--- src/rtl/decode_issue_stage.sv ---
// RV32I decode/issue stage: OP/OP-IMM/LUI/AUIPC decode, 32x32 register file, one-entry output register.
// Optional define WB_BYPASS_EN: writeback data forwarded to operands read in the same cycle.
module decode_issue_stage #(
  parameter int unsigned XLEN     = 32,
  parameter logic [31:0] RESET_PC = '0
) (
  input  logic            clk,
  input  logic            rst,
  input  logic            in_valid,
  output logic            in_ready,
  input  logic [31:0]     in_instr,
  input  logic [XLEN-1:0] in_pc,
  input  logic            wb_en,
  input  logic [4:0]      wb_rd,
  input  logic [XLEN-1:0] wb_data,
  output logic            out_valid,
  input  logic            out_ready,
  output logic [3:0]      out_sel,
  output logic [XLEN-1:0] out_a,
  output logic [XLEN-1:0] out_b,
  output logic [4:0]      out_rd,
  output logic            out_we,
  output logic            out_illegal,
  output logic [XLEN-1:0] out_pc
);

  typedef enum logic {EMPTY = 1'b0, FULL = 1'b1} state_t;

  state_t state, state_nxt;
  logic   accept;

  logic [XLEN-1:0] regs [32];
  logic [XLEN-1:0] rs1_val, rs2_val;

  logic [6:0] opcode, funct7;
  logic [2:0] funct3;
  logic [4:0] rs1, rs2, rd;

  logic            dec_legal;
  logic [3:0]      dec_sel;
  logic [XLEN-1:0] dec_a, dec_b;

  assign opcode = in_instr[6:0];
  assign rd     = in_instr[11:7];
  assign funct3 = in_instr[14:12];
  assign rs1    = in_instr[19:15];
  assign rs2    = in_instr[24:20];
  assign funct7 = in_instr[31:25];

  assign out_valid = (state == FULL);
  assign in_ready  = !out_valid || out_ready;
  assign accept    = in_valid && in_ready;

  always_ff @(posedge clk) begin
    if (rst) begin
      for (int unsigned i = 0; i < 32; i++) regs[i] <= '0;
    end else if (wb_en && wb_rd != '0) begin
      regs[wb_rd] <= wb_data;
    end
  end

  always_comb begin
    rs1_val = (rs1 == '0) ? '0 : regs[rs1];
    rs2_val = (rs2 == '0) ? '0 : regs[rs2];
`ifdef WB_BYPASS_EN
    if (wb_en && rs1 != '0 && wb_rd == rs1) rs1_val = wb_data;
    if (wb_en && rs2 != '0 && wb_rd == rs2) rs2_val = wb_data;
`endif
  end

  always_comb begin
    dec_legal = 1'b0;
    dec_sel   = '0;
    dec_a     = '0;
    dec_b     = '0;
    case (opcode)
      7'b0110011: begin
        dec_a = rs1_val;
        dec_b = (funct3 == 3'b001 || funct3 == 3'b101) ?
                {{(XLEN-5){1'b0}}, rs2_val[4:0]} : rs2_val;
        if (funct7 == 7'b0000000) begin
          dec_legal = 1'b1;
          dec_sel   = {1'b0, funct3};
        end else if (funct7 == 7'b0100000 && (funct3 == 3'b000 || funct3 == 3'b101)) begin
          dec_legal = 1'b1;
          dec_sel   = {1'b1, funct3};
        end
      end
      7'b0010011: begin
        dec_a = rs1_val;
        case (funct3)
          3'b001: begin
            dec_b     = {{(XLEN-5){1'b0}}, in_instr[24:20]};
            dec_legal = (funct7 == 7'b0000000);
            dec_sel   = 4'b0001;
          end
          3'b101: begin
            dec_b = {{(XLEN-5){1'b0}}, in_instr[24:20]};
            if (funct7 == 7'b0000000) begin
              dec_legal = 1'b1;
              dec_sel   = 4'b0101;
            end else if (funct7 == 7'b0100000) begin
              dec_legal = 1'b1;
              dec_sel   = 4'b1101;
            end
          end
          default: begin
            dec_b     = {{(XLEN-12){in_instr[31]}}, in_instr[31:20]};
            dec_legal = 1'b1;
            dec_sel   = {1'b0, funct3};
          end
        endcase
      end
      7'b0110111: begin
        dec_legal = 1'b1;
        dec_b     = XLEN'({in_instr[31:12], 12'b0});
      end
      7'b0010111: begin
        dec_legal = 1'b1;
        dec_a     = in_pc;
        dec_b     = XLEN'({in_instr[31:12], 12'b0});
      end
      default: dec_legal = 1'b0;
    endcase
    if (!dec_legal) begin
      dec_sel = '0;
      dec_a   = '0;
      dec_b   = '0;
    end
  end

  always_ff @(posedge clk) begin
    if (rst) state <= EMPTY;
    else     state <= state_nxt;
  end

  always_comb begin
    state_nxt = state;
    case (state)
      EMPTY:   if (accept) state_nxt = FULL;
      FULL:    if (out_ready && !accept) state_nxt = EMPTY;
      default: state_nxt = EMPTY;
    endcase
  end

  // Payload only loads on accept, so a stalled FULL entry holds every field stable.
  always_ff @(posedge clk) begin
    if (rst) begin
      out_sel     <= '0;
      out_a       <= '0;
      out_b       <= '0;
      out_rd      <= '0;
      out_we      <= 1'b0;
      out_illegal <= 1'b0;
      out_pc      <= XLEN'(RESET_PC);
    end else if (accept) begin
      out_sel     <= dec_sel;
      out_a       <= dec_a;
      out_b       <= dec_b;
      out_rd      <= rd;
      out_we      <= dec_legal && (rd != '0);
      out_illegal <= !dec_legal;
      out_pc      <= in_pc;
    end
  end

endmodule

--- config.mk ---
export PLATFORM = sky130hd
export DESIGN_NAME = decode_issue_stage
export DESIGN_NICKNAME = d
export VERILOG_FILES = /design/src/rtl/decode_issue_stage.sv
export SDC_FILE = /design/constraint.sdc
export NUM_CORES = 2
export LEC_CHECK = 0
export CORE_MARGIN = 1
export CORE_UTILIZATION = 40
export CTS_CLUSTER_SIZE = 28
export DETAILED_ROUTE_END_ITERATION = 8
export GPL_TIMING_DRIVEN = 0
export PLACE_DENSITY = 0.54
export SLEW_MARGIN = 0
export SYNTH_ARGS = -nofsm -noshare
export SYNTH_HDL_FRONTEND = slang
export SYNTH_SLANG_ARGS = --single-unit
--- constraint.sdc ---
create_clock -name clk -period 4.7 [get_ports clk]
set_input_delay 0.705 -clock clk [delete_from_list [all_inputs] [get_ports clk]]
set_output_delay 0.705 -clock clk [all_outputs]
set_load 0.02 [all_outputs]
==> results.md <==
- Synth cell count leaders: 1024 x edfxtp_1, 997 x and2_1, 539 x mux4_2
- Power Dens Cells: 368 mW/mm²
- CTS buffer count: 134
- Top cell type by total area after synthesis: edfxtp_1
- TritonCTS clock tree: yes
- Util after Layout: between 40 and 50%
- Fin Clk Skew: 16.2 ps
- Vias: 39.3k
- WP data required: 5390 ps
- Worst R2R Path Depth: 6
- RSZ-0062 raised after global routing: false
- Achievable Freq: 210 MHz
- Initial DRC Count: 5249
- CTS Sinks: 1132
- GRT Util Overall: roughly a third
- Max Cap Violations: 4
- Reg-to-Reg Start: out_valid
- Cts repair resizes: 0
- Antenna violations before repair: 17
- Worst rel slew slack: -4.72%
- Final setup fails: 5
- Drc violations: 0
- Starting density of the core: 40.4%
- Vias in the first global route: about 39k
- CP max FO: 10
- GP Congestion: 0.993
- Top cells by area, synth: edfxtp_1 52%, mux4_2 21%, and2_1 11%, dfxtp_1 3.7%, mux2i_1 2.6%
- Status: finished, violations left
- Post-route cell area: 0.0678 mm²
- Area share of the largest cell type after synthesis: 52.2%
- Critical path data arrival time: 5460 ps
- Synth Flop Type: edfxtp_1
- Post-Syn Area per Cell: ~15 µm²
- IO buf count: ~210
- Async set-or-reset flop fraction in the synthesized netlist: 0%
- Slew Limit Fails: 33
- Vias per cell: around 6.1
- Global-route wire length before repair: 315000 µm
- Synth Instances: approximately 4k
- Most common cell in the synthesized netlist: edfxtp_1
- Reg2reg end: out_sel[1]
- Critical Path Start Type: input port
- GR Overflow Total: 0
- Detailed-route wire length per cell: 36.8 µm
- Detailed Routing Iterations Pass 1: 8
- HPWL Detailed: 170000 µm
- Worst setup margin: -66.6 ps
- Sequential fraction of the synthesis area: 55.8%
- Clk Latency, worst-skew pair: around 800 ps
- Reg clk slew, reported paths: 60 ps
- Core footprint: 0.146 mm²
- Postcts setup bufs: 0
- Width of the die: 386 µm
- Pin count of the biggest net entering global routing: 33
- Finished Layout Cells: 6391
- Die H: 386 µm
- Rows: 140
- Final wirelength: around 240000 µm
- Cell area after placement: 0.0636 mm²
- Max VDD drop: around 0.00028 V
- Yosys warns: 0
- Hold path cells: 2
- P&R area growth vs syn: 15.0%
- Post-synth EDFFs: 1024
- IO Count: 215
- Hold Path Class: flip-flop to flip-flop
- TNS Setup: -162 ps
- Fin crit share: 101%
- Hold Startpoint: out_rd[2]
- Minimum clock period: about 4800 ps
- CTS Hold Bufs: 0
- Fin. Hold Viols: 0
- H-tree lvl count: 4
- Pleak: 22.7 nW
- Synthesis-stage register bit count: 1132
- DIE AREA: 0.149 mm²
- Mapped cell area: 0.0589 mm²
- Hold Crit Endpoint: out_rd[2]
- Final ANT Viol Nets: 0
- Layout cells sized above 1: about a fifth
- Inst Count DP: 6142
- Root Driver: clkbuf_16
- Setup Crit Path Kind: input port to flip-flop
- Netlist cell types: 60
- Worst-margin pin slew: 1570 ps
- Reg2Reg Setup Slack: 950 ps
- Crit end category: flip-flop
- CTS Buffer Depth: 3
- Failing checks: capacitance limit, slew limit, setup timing
- NumNets Final: 4470
[layout make-up]
type / count / area, µm²
Multi-Input combinational cell: 2462 / 24500
Clock buffer: 197 / 3820
Timing Repair Buffer: 212 / 2120
Inverter: 3 / 11.3
Buffer: 419 / 1690
Sequential cell: 1132 / 32900
Clock inverter: 41 / 330
Antenna cell: 8 / 20.0
Fill cell: 12900 / 78200
Tap cell: 1917 / 2400
[cells by family after synthesis]
kind of cell    share of synthesized area (%)
buf+inv                                  2.87
simple gates                             13.5
other cells                           0.00636
xor+xnor                               0.0149
compound gates                           4.44
flops                                    55.8
mux                                      23.3
[report_power, final]
| part | switching (mW) | internal [mW] | leakage, nW |
|---|---|---|---|
| sequential | 0.253 | 11.5 | 10.6 |
| clock | 4.41 | 5.80 | 2.01 |
| combinational | 1.83 | 1.16 | 10.1 |
[metrics by stage]
step	worst slack, ps	hold slack, ps	power [mW]
6_report	-66.6	455	24.9
5_1_grt	121	474	25.4
4_1_cts	79.1	456	24.9
3_5_place_dp	-734	448	14.9
3_3_place_gp	-1020	444	14.9
2_1_floorplan	1880	530	13.5
[worst max-delay path, cell delays in order]
cell and delay (ps):
clkdlybuf4s50_1 860, nand4bb_4 570, nor2_1 960, a41oi_1 300, o21bai_1 1270, nand4_1 540
a21oi_1 240
[placed cells by master, fill, tap and decap left out, types with 4 or more instances in the layout]
| master | n |
|---|---|
| o22ai_1 | 25 |
| a221oi_1 | 8 |
| a2111oi_0 | 30 |
| a22o_1 | 32 |
| nand3b_1 | 6 |
| buf_2 | 66 |
| and2_1 | 997 |
| nor2_1 | 112 |
| or2_2 | 32 |
| a21oi_1 | 123 |
| o211ai_1 | 4 |
| o22ai_2 | 20 |
| nand2_1 | 148 |
| clkbuf_16 | 141 |
| clkbuf_1 | 368 |
| dfxtp_1 | 108 |
| a31oi_1 | 5 |
| a22oi_1 | 9 |
| clkdlybuf4s50_1 | 208 |
| clkbuf_8 | 8 |
| a211oi_1 | 68 |
| nand3_1 | 6 |
| nor2b_1 | 38 |
| conb_1 | 32 |
| clkbuf_2 | 6 |
| buf_4 | 4 |
| mux2i_1 | 156 |
| edfxtp_1 | 1024 |
| buf_1 | 24 |
| mux4_2 | 539 |
| diode_2 | 8 |
| nand2b_1 | 6 |
| a2bb2oi_1 | 19 |
| inv_6 | 6 |
| clkinv_2 | 8 |
| clkinv_1 | 18 |
[registers in the layout (all words and copies together), names as in the netlist]
signal / flops
out_b: 32
out_we: 1
out_valid: 1
regs: 1024
out_rd: 5
out_a: 32
out_illegal: 1
out_sel: 4
out_pc: 32
[worst max-delay path by stage]
stage | slack, ps | depth (start not counted) | start | to
CTS | 80 | 8 | in_instr[16] | out_a[13]
global placement | -1020 | 8 | in_instr[17] | out_a[13]
finish | -70 | 7 | in_instr[2] | out_sel[1]
detailed placement | -730 | 8 | in_instr[16] | out_a[13]
floorplan | 1880 | 8 | in_instr[15] | out_a[10]
global route | 120 | 10 | in_instr[2] | out_a[13]
[metal layers]
metal / vias to the layer above / wire (µm) / track usage, %
met3: 440 / 25700 / 9.59
met1: 20500 / 92100 / 41.5
met2: 2364 / 105000 / 47.5
met4: 4 / 12600 / 15.1
met5: - / 24 / 0
li1: 16000 / - / -
Power figures use the tool's default switching activity.
